--- src/rtl/mem_access_unit_pkg.sv ---
// rtl/mem_access_unit_pkg.sv - shared types, constants and read-extension helper for the mem access unit
package mem_access_unit_pkg;

  typedef enum logic [2:0] {
    DT_BYTE  = 3'd0,
    DT_HALF  = 3'd1,
    DT_WORD  = 3'd2,
    DT_UBYTE = 3'd3,
    DT_UHALF = 3'd4
  } mem_dt_e;

  typedef enum logic [3:0] {
    ERR_OK    = 4'd0,
    ERR_ALIGN = 4'd1,
    ERR_BUS   = 4'd2
  } errno_e;

  typedef enum logic [1:0] {
    IDLE = 2'd0,
    XFER = 2'd1,
    RESP = 2'd2
  } mem_acc_state_e;

  localparam int MEM_MAX_BEATS = 4;

  // Applies the sign/zero extension that mem itself would do for an aligned access.
  function automatic logic [31:0] extend_rd(input mem_dt_e dt, input logic [31:0] v);
    case (dt)
      DT_BYTE:  extend_rd = {{24{v[7]}}, v[7:0]};
      DT_UBYTE: extend_rd = {24'b0, v[7:0]};
      DT_HALF:  extend_rd = {{16{v[15]}}, v[15:0]};
      DT_UHALF: extend_rd = {16'b0, v[15:0]};
      default:  extend_rd = v;
    endcase
  endfunction

endpackage

--- src/rtl/mem_access_unit_split_dec.sv ---
// rtl/mem_access_unit_split_dec.sv - decides how many byte beats a request needs and whether it is misaligned
module mem_split_dec
  import mem_access_unit_pkg::*;
(
  input  logic [1:0] addr_lo,
  input  mem_dt_e    dt,
  output logic [2:0] nbeats,
  output logic       misaligned
);

  always_comb begin
    nbeats     = 3'd1;
    misaligned = 1'b0;
    case (dt)
      DT_HALF, DT_UHALF: begin
        if (addr_lo[0]) begin
          nbeats     = 3'd2;
          misaligned = 1'b1;
        end
      end
      DT_WORD: begin
        if (addr_lo != 2'b00) begin
          nbeats     = 3'(MEM_MAX_BEATS);
          misaligned = 1'b1;
        end
      end
      default: ;
    endcase
  end

endmodule

--- src/rtl/mem_access_unit.sv ---
// rtl/mem_access_unit.sv - load/store initiator for the strict-aligned mem port, splitting misaligned accesses into byte beats
module mem_access_unit
  import mem_access_unit_pkg::*;
#(
  parameter bit ALLOW_MISALIGNED = 1'b1
) (
  input  logic        clk,
  input  logic        rst_n,
  input  logic        req_valid,
  output logic        req_ready,
  input  logic [31:0] req_addr,
  input  logic [31:0] req_wd,
  input  logic        req_we,
  input  mem_dt_e     req_dt,
  output logic        rsp_valid,
  input  logic        rsp_ready,
  output logic [31:0] rsp_rd,
  output errno_e      rsp_err,
  output logic [31:0] m_addr,
  output logic [31:0] m_wd,
  output logic        m_we,
  output mem_dt_e     m_dt,
  input  logic [31:0] m_rd,
  input  errno_e      m_err
);

  mem_acc_state_e state, state_nx;
  logic [31:0] addr_q, wd_q, acc_q, acc_nx, rd_q;
  logic        we_q;
  mem_dt_e     dt_q;
  logic [2:0]  nbeats_q, beat_q, dec_nbeats;
  errno_e      err_q;
  logic        dec_mis, reject, split, last_beat;

  mem_split_dec u_split_dec (
    .addr_lo    (req_addr[1:0]),
    .dt         (req_dt),
    .nbeats     (dec_nbeats),
    .misaligned (dec_mis)
  );

  assign reject    = dec_mis && !ALLOW_MISALIGNED;
  assign split     = (nbeats_q != 3'd1);
  assign last_beat = (beat_q == nbeats_q - 3'd1);

  always_ff @(posedge clk) begin
    if (!rst_n) state <= IDLE;
    else        state <= state_nx;
  end

  always_comb begin
    state_nx = state;
    case (state)
      IDLE:    if (req_valid) state_nx = reject ? RESP : XFER;
      XFER:    if (last_beat) state_nx = RESP;
      RESP:    if (rsp_ready) state_nx = IDLE;
      default: state_nx = IDLE;
    endcase
  end

  // Split loads gather one byte per beat; single-beat loads take mem's already-extended word.
  always_comb begin
    acc_nx = acc_q;
    if (!split) acc_nx = m_rd;
    else        acc_nx[{beat_q[1:0], 3'b000} +: 8] = m_rd[7:0];
  end

  always_ff @(posedge clk) begin
    if (!rst_n) begin
      addr_q   <= 32'b0;
      wd_q     <= 32'b0;
      we_q     <= 1'b0;
      dt_q     <= DT_BYTE;
      nbeats_q <= 3'd1;
      beat_q   <= 3'd0;
      acc_q    <= 32'b0;
      rd_q     <= 32'b0;
      err_q    <= ERR_OK;
    end else begin
      case (state)
        IDLE: begin
          if (req_valid) begin
            addr_q   <= req_addr;
            wd_q     <= req_wd;
            we_q     <= req_we;
            dt_q     <= req_dt;
            nbeats_q <= dec_nbeats;
            beat_q   <= 3'd0;
            acc_q    <= 32'b0;
            rd_q     <= 32'b0;
            err_q    <= reject ? ERR_ALIGN : ERR_OK;
          end
        end
        XFER: begin
          if (m_err != ERR_OK) err_q <= m_err;
          if (!we_q) acc_q <= acc_nx;
          if (last_beat) begin
            if (!we_q) rd_q <= split ? extend_rd(dt_q, acc_nx) : acc_nx;
          end else begin
            beat_q <= beat_q + 3'd1;
          end
        end
        default: ;
      endcase
    end
  end

  // m_we is gated with rst_n so a reset edge never doubles as a write edge.
  always_comb begin
    req_ready = (state == IDLE);
    rsp_valid = (state == RESP);
    m_we      = (state == XFER) && we_q && rst_n;
    m_addr    = addr_q + {29'b0, beat_q};
    if (split) begin
      m_dt = DT_UBYTE;
      m_wd = {24'b0, wd_q[{beat_q[1:0], 3'b000} +: 8]};
    end else begin
      m_dt = dt_q;
      m_wd = wd_q;
    end
  end

  assign rsp_rd  = rd_q;
  assign rsp_err = err_q;

endmodule

--- config.mk ---
export PLATFORM = sky130hd
export DESIGN_NAME = mem_access_unit
export DESIGN_NICKNAME = d
export VERILOG_FILES = /design/src/rtl/mem_access_unit_pkg.sv /design/src/rtl/mem_access_unit_split_dec.sv /design/src/rtl/mem_access_unit.sv
export SDC_FILE = /design/constraint.sdc
export NUM_CORES = 1
export LEC_CHECK = 0
export CORE_AREA = 2 2 82 163
export DETAILED_ROUTE_END_ITERATION = 6
export DIE_AREA = 0 0 84 165
export DONT_BUFFER_PORTS = 1
export GPL_ROUTABILITY_DRIVEN = 0
export PLACE_DENSITY = 0.77
export SLEW_MARGIN = 20
export SYNTH_ARGS = -nofsm -noshare
export SYNTH_HDL_FRONTEND = slang
export SYNTH_SLANG_ARGS = --single-unit
--- constraint.sdc ---
create_clock -name clk -period 3.3 [get_ports clk]
set_input_delay 0.33 -clock clk [delete_from_list [all_inputs] [get_ports clk]]
set_output_delay 0.33 -clock clk [all_outputs]
set_load 0.01 [all_outputs]
-- Word-level counts from Yosys, hierarchy flattened
Index checks and enable logic that the tools add are counted.
- add/subtract/negate cells: 4
- eq/ne operators: 16
- shift operators: 3
- muxes and demuxes: 25
- reductions and logical operators: 14
- operators by type and width (kind ; number):
    32-bit two-way mux ; 7
    32-bit one-hot mux with 2 select lines ; 2
    32-bit one-hot mux with 4 select lines ; 1
    32-bit by 3-bit adder with 32-bit output ; 1
    32-bit bitwise mux ; 1
    8-bit by 7-bit variable shift with 32-bit output (first input constant) ; 1
    32-bit by 6-bit indexed part select with 8-bit output ; 1
    8-bit by 7-bit indexed part select with 32-bit output ; 1
    3-bit two-way mux ; 4
    3-bit one-hot mux with 2 select lines ; 2
    3-bit AND reduction ; 4
    2-bit inequality test (second input constant) ; 5
    2-bit two-way mux ; 4
    4-bit two-way mux ; 2
    4-bit one-hot mux with 2 select lines ; 1
    5-bit negation with 7-bit output ; 1
    3-bit by 1-bit == test with 1-bit output (second input constant) ; 2
    3-bit by 2-bit == test with 1-bit output (second input constant) ; 2
    3-bit == test (second input constant) ; 2
    2-bit one-hot mux with 3 select lines ; 1
    4-bit AND reduction ; 1
    2-bit nonzero test ; 2
    4-bit nonzero test ; 1
    3-bit by 1-bit adder with 3-bit output (second input constant) ; 1
    11 further kinds ; 12
- register bits: 144
- input port bits: 108
- word-level logic and storage cells: 72

-- Depth between registers and ports, before layout
Gate-level depths: netlist (run 1).
- depth in word-level cells: 9
- gate-level depth with buffers: 10

-- By module
From an unflattened synthesis (run 1), not the netlist that was laid out.
- cell total of the unflattened synthesis: 923
- area, all modules: 7505.9 um^2
- modules (own cells, without submodules) (module ; times used ; cells an instance ; area each (um^2)):
    mem_access_unit ; 1 ; 912 ; 7433.4
    mem_split_dec ; 1 ; 11 ; 72.6

-- Worst setup path before layout (run 1)
OpenSTA, ideal clock, no wires.
- kind: reg-to-output
- start: reg beat_q[1]
- end: out m_addr[30]
- arrival: 2624 ps
- path slack: 346 ps
- cell stages (with the launch flop): 10
- cells stage by stage: dfxtp_1 > clkbuf_1 > inv_1 > fa_1 > nor2b_1 > o21a_1 > or3b_2 > buf_2 > nor3_1 > xnor2_1
- cells in the longest elaborated chain, start to end: 1
- RTL lines (element ; RTL line ; text):
    from (decl) ; mem_access_unit.sv:31 ; logic [2:0] nbeats_q, beat_q, dec_nbeats;
    from (signal assigned) ; mem_access_unit.sv:100 ; beat_q <= beat_q + 3'd1;
    32-bit by 3-bit adder with 32-bit output ; mem_access_unit.sv:113 ; m_addr = addr_q + {29'b0, beat_q};
    to (decl) ; mem_access_unit.sv:19 ; output logic [31:0] m_addr,
Every way passes these cells.

-- Worst setup path after layout (run 1)
- start: reg beat_q[0]
- end: out m_addr[30]
Same word-level chain as after synthesis.

==> run summary, run 1 <==
Result of the run - complete, no violations
Synth Area per Inst - 8.286 um2
Syn Inst Count - 896
Wirelength, routed - 20.60 mm
Vias after detailed routing - 6434
Hpwl dp - 14.94 mm
Startpoint type of the worst setup path - flop
Leading cell types in the layout, fill and taps excluded - 183 x sky130_fd_sc_hd__nand2_1, 144 x sky130_fd_sc_hd__dfxtp_1, 89 x sky130_fd_sc_hd__a21boi_0, 42 x sky130_fd_sc_hd__nor2_1, 38 x sky130_fd_sc_hd__nor2b_1
Fraction of registers with async set or reset after synthesis - 0
Critical path fanouts, max - 6
Number of flops mapped to enable cells by yosys - 0
F_max - 319.1 MHz
Critical setup path kind - flop to output port
Total I/O pin count - 214
Yosys Warn Count - 0
Antenna violation net count after detailed routing - 0
Worst relative slew slack - 0.3994
Total number of nets in the final design - 989
Max-slew violation count - 0
Maximum clock skew at final layout - 12.15 ps
GRT Total Usage - 0.2892
Maximum buffer depth of the clock tree - 2
Summed negative setup slack over all endpoints - 0 ps
Inst Count DP - 1000
Effective utilization at floorplan - 0.5914
Standard-cell rows - 58
Clock tree from TritonCTS - yes
FF+latch area - 2883 um2
Required arrival time at the worst endpoint - 2970 ps
Final hold vios - 0
Die footprint - 13860 um2
Slew at the pin closest to its max-slew limit - 898.9 ps
Cell chosen for the clock root - sky130_fd_sc_hd__clkbuf_16
Antenna cells - 0
Standard cell core area - 12550 um2
Power per Cell Area - 569.0 nW/um2
Class of the tightest hold or removal check - input port to flop
Area grow syn2layout - 8.746%
Number of post-CTS setup repair buffers - 0
DRC violations left - 0
Net Count, Synth - 1016
Die width - 84 um
Share of synthesized area occupied by flip-flops and latches - 0.3883
Height of the die - 165 um
Commonest non-fill, non-tap cell in the layout - sky130_fd_sc_hd__nand2_1
Leakage dissipation - 3.158 nW
Setup-failing EPs final - 0
Worst flop-to-flop path startpoint - beat_q[0]
Initial antenna violation count - 0
VDD IR-drop max - 0.4309 mV
Clk Latency, worst-skew pair - 420 ps
Count of buffers from port buffering - 0
Number of maximum-capacitance violations - 0
Total area of multi-input combinational cells - 4238 um2
CTS clock-pin slew for the worst setup and hold paths - 70 ps
Number of buffers created by CTS - 17
Post-DR wirelength/cell - 19.96 um
Flip-flop and latch count after synthesis - 144
DRC violation total after the first TritonRoute iteration - 292
Level count of the clock H-tree - 4
Layout cells sized above 1 - 0.08277
Number of distinct standard cells referenced by the synthesized netlist - 64
CP startpoint - beat_q[0]
Final clock period utilization by the worst path - 0.9498
Count of clock tree sinks - 144
Number of cells upsized or downsized after cts - 0
Number of optimization iterations in the first detailed-route pass - 5
Min Tclk post-route - 3134 ps
Arrival time reported for the critical path endpoint - 2800 ps
Global route overflow - 0
Final non-filler cell total - 1032
Post-synth design cell area - 7425 um2
Finished Core Util - 0.6431
Hold_sp - req_addr[19]
Setup repair after global routing missed its margin - false
Avg Vias per Cell - 6.234
Via count of the first global-routing pass - 6473
Hold buffer count at CTS - 0
Largest net degree at the start of global routing - 117
First-pass GRT wire length - 32.00 mm
Crit end category - output port
Count of fill cells added during filler insertion - 1116
Main synth FF type - sky130_fd_sc_hd__dfxtp_1
==> metrics by stage <==
stage                     total power [mW]  area (um2)  hold slack, ps  setup WS, ps
after floorplan                      2.588        7425           441.1         345.9
after global placement               2.743        7503           439.3         714.0
after detailed placement             2.774        7503           457.0         619.0
after CTS                            4.616        8074           26.54         163.1
after global routing                 4.776        8074           42.85         5.903
final                                4.594        8074           51.30         165.8
==> final cells by class <==
type | instances | area share
flip-flops and latches | 144 | 0.3570
clock inverters | 13 | 0.01581
inverters | 20 | 0.009298
well taps | 150 | 0.02325
clock buffers | 19 | 0.05486
multi-input cells | 670 | 0.5249
repair buffers | 16 | 0.01488
==> worst paths after layout <==
| check | end | slack, ps | depth (start not counted) |
|---|---|---|---|
| hold reg to reg | addr_q[30] | 460 | 2 |
| setup reg to reg | rsp_rd[16] | 650 | 9 |
| setup / recovery | m_addr[30] | 170 | 8 |
| hold / removal | addr_q[19] | 50 | 2 |
==> report_power, final <==
group	internal [mW]	switching, mW	total (mW)
registers	1.86	0.114	1.98
clock network	1.07	0.781	1.85
logic	0.276	0.488	0.765
==> sequential cells by signal, summed over array words and instances, names as in the netlist, 3 cells and up <==
signal,cells
dt_q,3
acc_q,32
rsp_rd,32
beat_q,3
rsp_err,4
addr_q,32
nbeats_q,3
wd_q,32
==> cells by family (layout without fill, tap and decap cells) <==
group / Yosys count / after routing / share of synthesized area
xor gates and xnor gates: 36 / 36 / 0.04449
and+or+nand+nor: 356 / 356 / 0.2299
adders and majority gates: 12 / 12 / 0.02123
AOI/OAI and AO/OA: 256 / 256 / 0.2568
buffers and inverters: 82 / 68 / 0.04432
DFF: 144 / 144 / 0.3883
muxes: 10 / 10 / 0.01500
==> synth_stat cells (6+ instances only) <==
cell | count | area, um2
sky130_fd_sc_hd__a211o_1 | 7 | 61.31
sky130_fd_sc_hd__a21boi_0 | 89 | 668.1
sky130_fd_sc_hd__a21oi_1 | 21 | 105.1
sky130_fd_sc_hd__a221o_1 | 10 | 100.1
sky130_fd_sc_hd__a22o_1 | 21 | 183.9
sky130_fd_sc_hd__a22oi_1 | 20 | 150.1
sky130_fd_sc_hd__a2bb2oi_1 | 6 | 52.55
sky130_fd_sc_hd__and2_1 | 32 | 200.2
sky130_fd_sc_hd__buf_2 | 8 | 40.04
sky130_fd_sc_hd__clkbuf_1 | 48 | 180.2
sky130_fd_sc_hd__dfxtp_1 | 144 | 2883
sky130_fd_sc_hd__ha_1 | 11 | 137.6
sky130_fd_sc_hd__inv_1 | 20 | 75.07
sky130_fd_sc_hd__mux2_2 | 9 | 101.4
sky130_fd_sc_hd__nand2_1 | 184 | 690.7
sky130_fd_sc_hd__nand2b_1 | 7 | 43.79
sky130_fd_sc_hd__nand3_1 | 9 | 45.04
sky130_fd_sc_hd__nor2_1 | 43 | 161.4
sky130_fd_sc_hd__nor2b_1 | 39 | 244.0
sky130_fd_sc_hd__nor3_1 | 14 | 70.07
sky130_fd_sc_hd__o211ai_1 | 8 | 60.06
sky130_fd_sc_hd__o21ai_0 | 23 | 115.1
sky130_fd_sc_hd__o22ai_1 | 9 | 56.30
sky130_fd_sc_hd__o2bb2ai_1 | 16 | 140.1
sky130_fd_sc_hd__xnor2_1 | 18 | 157.7
sky130_fd_sc_hd__xor2_1 | 17 | 148.9
==> layer usage <==
layer,up-vias,track usage,routed length (um)
li1,3069,-,-
met1,3060,0.2873,7340
met2,246,0.5269,11040
met3,59,0.07796,1236
met4,0,0.1804,983
met5,-,0,0
==> worst max-delay path, stage by stage (launching register included) <==
cell,delay (ps)
sky130_fd_sc_hd__dfxtp_1,350
sky130_fd_sc_hd__ha_1,180
sky130_fd_sc_hd__inv_1,60
sky130_fd_sc_hd__fa_1,400
sky130_fd_sc_hd__nor2b_1,210
sky130_fd_sc_hd__o21a_1,200
sky130_fd_sc_hd__or3b_2,550
sky130_fd_sc_hd__nor3_1,220
sky130_fd_sc_hd__xnor2_1,220
Power figures use the tool's default switching activity.
==> run 2: changes to the inputs <==
--- a/config.mk
+++ b/config.mk
@@ -5,13 +5,14 @@
 export SDC_FILE = /design/constraint.sdc
 export NUM_CORES = 1
 export LEC_CHECK = 0
-export CORE_AREA = 2 2 82 163
+export CORE_AREA = 2 2 83 164
 export DETAILED_ROUTE_END_ITERATION = 6
-export DIE_AREA = 0 0 84 165
+export DIE_AREA = 0 0 85 166
 export DONT_BUFFER_PORTS = 1
 export GPL_ROUTABILITY_DRIVEN = 0
 export PLACE_DENSITY = 0.77
 export SLEW_MARGIN = 20
 export SYNTH_ARGS = -nofsm -noshare
 export SYNTH_HDL_FRONTEND = slang
+export SYNTH_HIERARCHICAL = 1
 export SYNTH_SLANG_ARGS = --single-unit
==> run summary, run 2 <==
Max-slew violation count - 0 (unchanged)
Wirelength, routed - 19.69 mm (-4.4%)
DRC violation total after the first TritonRoute iteration - 270 (-7.5%)
Min Tclk post-route - 2974 ps (-160.1 ps)
DRC violations left - 0 (unchanged)
Net Count, Synth - 1042 (+2.6%)
Post-synth design cell area - 7501 um2 (+1.0%)
Hold buffer count at CTS - 0 (unchanged)
Count of clock tree sinks - 144 (unchanged)
Final clock period utilization by the worst path - 0.9012 (-0.04852)
Final hold vios - 0 (unchanged)
Yosys Warn Count - 6 (+6)
Inst Count DP - 1023 (+2.3%)
Slew at the pin closest to its max-slew limit - 765.9 ps (-133.1 ps)
Total number of nets in the final design - 1010 (+2.1%)
Final total power - 5.049 mW (+9.9%)
Effective utilization at floorplan - 0.5806 (-0.01076)
Area grow syn2layout - 9.108%
Worst relative slew slack - 0.4894 (+0.09005)
Required arrival time at the worst endpoint - 2970 ps (about the same)
Finished Core Util - 0.6335 (-0.009602)
Vias after detailed routing - 6383 (-0.79%)
Height of the die - 166 um (+0.61%)
Maximum clock skew at final layout - 12.88 ps (+0.7293 ps)
Syn Inst Count - 922 (+2.9%)
Detailed route wirelength on metal2 - 10.61 mm (-3.9%)
Via count of the first global-routing pass - 6305 (-2.6%)
Maximum single-stage delay on the critical path - 490 ps (-60 ps)
Startpoint type of the worst setup path - flop
Setup repair after global routing missed its margin - false
Initial antenna violation count - 1 (+1)
CTS clock-pin slew for the worst setup and hold paths - 60 ps (about the same)
Layout cells sized above 1 - 0.07650 (-0.006270)
Cell chosen for the clock root - sky130_fd_sc_hd__clkbuf_16
VDD IR-drop max - 0.4668 mV (+8.3%)
Standard cell with the maximum stage delay on the critical path - sky130_fd_sc_hd__dfxtp_2
Synth Area per Inst - 8.136 um2 (-1.8%)
Series of cell instances along the critical path - ha_1 -> inv_1 -> fa_1 -> nor2b_1 -> o21bai_1 -> nor2_2 -> nand4_1 -> xnor2_1
Slack of the worst reg-to-reg path - 560 ps (-90 ps)
Power per Cell Area - 616.9 nW/um2 (+8.4%)
Clk Latency, worst-skew pair - 420 ps (about the same)
Leading cell types in the layout, fill and taps excluded - 195 x sky130_fd_sc_hd__nand2_1, 143 x sky130_fd_sc_hd__dfxtp_1, 72 x sky130_fd_sc_hd__a21boi_0, 50 x sky130_fd_sc_hd__nor2_1, 49 x sky130_fd_sc_hd__and2_1
Crit end category - output port
Largest net degree at the start of global routing - 131 (+12%)
Setup-failing EPs final - 0 (unchanged)
Avg Vias per Cell - 6.050 (-3.0%)
First-pass GRT wire length - 31.52 mm (-1.5%)
Met3 layer wire length in the routed design - 1.413 mm (+14%)
Result of the run - complete, no violations
Worst flop-to-flop path startpoint - beat_q[0]
Critical setup path kind - flop to output port
Summed negative setup slack over all endpoints - 0 ps (unchanged)
Total I/O pin count - 214 (unchanged)
GRT Total Usage - 0.2756 (-0.01365)
Commonest non-fill, non-tap cell in the layout - sky130_fd_sc_hd__nand2_1
Antenna violation net count after detailed routing - 0 (unchanged)
Number of buffers created by CTS - 17 (unchanged)
Number of cells upsized or downsized after cts - 0 (unchanged)
Number of maximum-capacitance violations - 0 (unchanged)
CP startpoint - beat_q[0]
Class of the tightest hold or removal check - input port to flop
Level count of the clock H-tree - 4 (unchanged)
Leakage dissipation - 3.010 nW (-4.7%)
Post-DR wirelength/cell - 18.66 um (-6.5%)
Count of buffers from port buffering - 0 (unchanged)
Met1 Wirelength - 7.042 mm (-4.1%)
Final non-filler cell total - 1055 (+2.2%)
Global route overflow - 0 (unchanged)
Number of post-CTS setup repair buffers - 0 (unchanged)
Die footprint - 14110 um2 (+1.8%)
Critical path fanouts, max - 12 (+6)
Capture point of the worst reg-to-reg path - rsp_rd[30]
Standard cell core area - 12920 um2 (+2.9%)
Cell count of the worst reg-to-reg path - 7 (-2)
Critical path endpoint - m_addr[30]
Die width - 85 um (+1.2%)
F_max - 336.2 MHz (+5.4%)
Uppermost layer routed - met4
Hpwl dp - 13.98 mm (-6.4%)
Arrival time reported for the critical path endpoint - 2640 ps (-160 ps)
Clock tree from TritonCTS - yes
Number of optimization iterations in the first detailed-route pass - 4 (-1)
Standard-cell rows - 59 (+1.7%)
Maximum buffer depth of the clock tree - 2 (unchanged)
[run 2: cell count changes in the layout (fill, tap and decap cells not counted), sizes merged, moves of 11 or more]
cell,previous run,this run
nor3,17,6
and2,33,49
a211oi,0,12
a21boi,89,72
a21oi,21,37
nand2,185,196
[run 2: worst min-delay path by stage]
stage / startpoint / to / slack, ps / cells past startpoint
final: rst_n / acc_q[25] / 50 / 1
after CTS: rst_n / nbeats_q[0] / 30 / 1
after global placement: rst_n / nbeats_q[0] / 440 / 1
after global routing: rst_n / acc_q[4] / 40 / 1
after floorplan: addr_q[23] / addr_q[23] / 440 / 2
after detailed placement: wd_q[7] / wd_q[7] / 460 / 2
[run 2: area by class of cell]
type | count | area [um2]
fillers | 1136 | 4735
repair buffers | 11 | 82.58
well taps | 152 | 190.2
flip-flops and latches | 144 | 2884
clock inverters | 12 | 205.2
diodes | 1 | 2.502
clock buffers | 19 | 442.9
multi-input cells | 701 | 4320
inverters | 15 | 56.30
[run 2: power breakdown]
group	total [mW]	leakage, nW	switching [mW]	internal (mW)
registers	2.03	1.17	0.142	1.89
clock network	2.12	0.310	0.756	1.37
logic	0.897	1.53	0.577	0.320
[run 2: layer usage]
metal / GRT usage / up-vias
met5: 0 / -
met4: 0.1297 / 0
met3: 0.07753 / 38
met2: 0.4980 / 233
met1: 0.2854 / 2993
li1: - / 3119
[run 2: worst max-delay path: cells and delay by family, from the launching register on]
family          cells  cell delay (ps)
fa+ha+maj           2              640
simple gates        3              620
flops               1              490
xor+xnor            1              290
compound gates      1              140
buf+inv             1               60
[run 2: stage by stage]
stage / cell area, um2 / hold WS [ps] / worst slack [ps]
after floorplan: 7501 / 443.5 / 558.6
after global placement: 7532 / 443.6 / 517.3
after detailed placement: 7532 / 456.2 / 414.7
after CTS: 8180 / 33.06 / 115.0
after global routing: 8184 / 37.30 / 134.3
final: 8184 / 48.16 / 325.9
==> run 3: changes to the inputs <==
--- a/config.mk
+++ b/config.mk
@@ -5,14 +5,15 @@
 export SDC_FILE = /design/constraint.sdc
 export NUM_CORES = 1
 export LEC_CHECK = 0
-export CORE_AREA = 2 2 83 164
+export CELL_PAD_IN_SITES_DETAIL_PLACEMENT = 0
+export CELL_PAD_IN_SITES_GLOBAL_PLACEMENT = 1
+export CORE_AREA = 2 2 93 185
 export DETAILED_ROUTE_END_ITERATION = 6
-export DIE_AREA = 0 0 85 166
+export DIE_AREA = 0 0 95 187
 export DONT_BUFFER_PORTS = 1
 export GPL_ROUTABILITY_DRIVEN = 0
-export PLACE_DENSITY = 0.77
+export PLACE_DENSITY = 0.81
 export SLEW_MARGIN = 20
 export SYNTH_ARGS = -nofsm -noshare
 export SYNTH_HDL_FRONTEND = slang
-export SYNTH_HIERARCHICAL = 1
 export SYNTH_SLANG_ARGS = --single-unit
==> run summary, run 3 (synthesized netlist as in run 1, its figures left out) <==
Count of fill cells added during filler insertion - 1571 (+38%)
Critical path fanouts, max - 6 (-6)
Level count of the clock H-tree - 4 (unchanged)
Cell chosen for the clock root - sky130_fd_sc_hd__clkbuf_16
Maximum single-stage delay on the critical path - 560 ps (+70 ps)
Avg Vias per Cell - 5.671 (-6.3%)
Final non-filler cell total - 1090 (+3.3%)
Via count of the first global-routing pass - 6076 (-3.6%)
Layout cells sized above 1 - 0.08607 (+0.009574)
Final total power - 4.660 mW (-7.7%)
Number of buffers created by CTS - 17 (unchanged)
Total number of nets in the final design - 990 (-2.0%)
Maximum buffer depth of the clock tree - 2 (unchanged)
Height of the die - 187 um (+13%)
Slew at the pin closest to its max-slew limit - 748.8 ps (-17.04 ps)
Total area of multi-input combinational cells - 4238 um2 (-1.9%)
Internal Power - 3.287 mW (-8.0%)
Switching fraction of total power - 0.2945 (+0.002417)
Global route overflow - 0 (unchanged)
Worst hold margin - 46.40 ps (-1.763 ps)
Logic depth of the worst setup path including buffers - 8 (unchanged)
Required arrival time at the worst endpoint - 2970 ps (about the same)
Count of clock tree sinks - 144 (unchanged)
Hpwl dp - 14.22 mm (+1.7%)
Total I/O pin count - 214 (unchanged)
Class of the tightest hold or removal check - input port to flop
Family of cells with the greatest summed delay on the critical path - simple AND/OR/NAND/NOR gates
Initial antenna violation count - 0 (-1)
Startpoint type of the worst setup path - flop
Setup repair after global routing missed its margin - false
Clk Latency, worst-skew pair - 420 ps (about the same)
FF+latch area - 2883 um2 (about the same)
Summed negative setup slack over all endpoints - 0 ps (unchanged)
Standard cell core area - 16510 um2 (+28%)
Commonest non-fill, non-tap cell in the layout - sky130_fd_sc_hd__nand2_1
Worst relative slew slack - 0.5008 (+0.01136)
Clock tree from TritonCTS - yes
Area grow syn2layout - 10.13%
Critical setup path kind - flop to output port
Die width - 95 um (+12%)
GRT Total Usage - 0.2328 (-0.04275)
Standard-cell rows - 67 (+14%)
Cell count of the worst reg-to-reg path - 9 (+2)
Max-slew violation count - 0 (unchanged)
DRC violations left - 0 (unchanged)
Arrival time reported for the critical path endpoint - 2710 ps (+70 ps)
Post-place instance area - 7567 um2 (+0.47%)
Result of the run - complete, no violations
Largest net degree at the start of global routing - 117 (-11%)
Clock network power share - 0.414 (-0.006)
Critical path buffers and inverters - 1 (unchanged)
Number of optimization iterations in the first detailed-route pass - 5 (+1)
Switching Power - 1.372 mW (-6.9%)
Wirelength, routed - 20.63 mm (+4.8%)
Number of maximum-capacitance violations - 0 (unchanged)
VDD IR-drop max - 0.3606 mV (-23%)
Count of buffers from port buffering - 0 (unchanged)
Proportion of power drawn by flip-flops and latches - 0.424 (+0.022)
Leading cell types in the layout, fill and taps excluded - 183 x sky130_fd_sc_hd__nand2_1, 144 x sky130_fd_sc_hd__dfxtp_1, 89 x sky130_fd_sc_hd__a21boi_0, 42 x sky130_fd_sc_hd__nor2_1, 37 x sky130_fd_sc_hd__nor2b_1
Leakage dissipation - 3.167 nW (+5.2%)
Inst Count DP - 1057 (+3.3%)
Power per Cell Area - 569.9 nW/um2 (-7.6%)
Setup-failing EPs final - 0 (unchanged)
Comb power frac - 0.163 (-0.015)
Die footprint - 17770 um2 (+26%)
Vias after detailed routing - 6181 (-3.2%)
F_max - 329.3 MHz (-2.1%)
Antenna violation net count after detailed routing - 0 (unchanged)
Worst Hold Depth - 2 (+1)
First-pass GRT wire length - 32.20 mm (+2.1%)
Final hold vios - 0 (unchanged)
DRC violation total after the first TritonRoute iteration - 325 (+20%)
Post-DR wirelength/cell - 18.93 um (+1.4%)
Series of cell instances along the critical path - ha_1 -> inv_1 -> fa_1 -> nor2b_2 -> o21a_1 -> or3b_2 -> nor2_1 -> xor2_1
Maximum clock skew at final layout - 10.34 ps (-2.536 ps)
CTS clock-pin slew for the worst setup and hold paths - 70 ps (about the same)
Antenna cells - 0 (-1)
Effective utilization at floorplan - 0.4496 (-0.1311)
Min Tclk post-route - 3037 ps (+62.97 ps)
Summed area of non-filler cells in the final layout - 8177 um2 (about the same)
Standard cell with the maximum stage delay on the critical path - sky130_fd_sc_hd__or3b_2
Final clock period utilization by the worst path - 0.9203 (+0.01908)
Crit end category - output port
## run 3: what timing repair did
action	CTS	global route
setup endpoints to repair	0	3
endpoints found under the hold margin	1	0
hold buffers	1	0
resized for setup	0	2
setup buffers	0	0
## run 3: area by class of cell
type,instances,area share
multi-input cells,670,0.5183
flip-flops and latches,144,0.3526
clock buffers,19,0.05539
well taps,207,0.03168
clock inverters,13,0.01699
repair buffers,17,0.01591
inverters,20,0.009181
## run 3: final timing paths
| check | start | slack (ps) | to |
|---|---|---|---|
| setup reg to reg | beat_q[0] | 750 | rsp_rd[29] |
| setup / recovery | addr_q[0] | 260 | m_addr[16] |
| hold / removal | req_wd[9] | 50 | wd_q[9] |
| hold reg to reg | addr_q[30] | 460 | addr_q[30] |
## run 3: layer usage
metal,up-vias,global-route usage,part of all wire
met1,2878,0.2908,0.42
met5,-,0,0
met2,205,0.3808,0.48
li1,3072,-,-
met3,26,0.06285,0.069
met4,0,0.08250,0.022
## run 3: power groups by stage
stage               Combinational [mW]  Sequential, mW  Clock [mW]
floorplan                        0.608            1.98           0
finish                           0.758            1.97        1.93
global route                     0.845            1.99        2.06
global placement                 0.750            2.01           0
CTS                              0.765            1.97        1.98
detailed placement               0.761            2.01           0
## run 3: through the flow
step / util / setup slack (ps)
after floorplan: - / 345.9
after global placement: 0.4582 / 696.0
after detailed placement: 0.4582 / 624.7
after CTS: 0.4947 / 164.7
after global routing: 0.4951 / 40.56
final: 0.4951 / 262.9
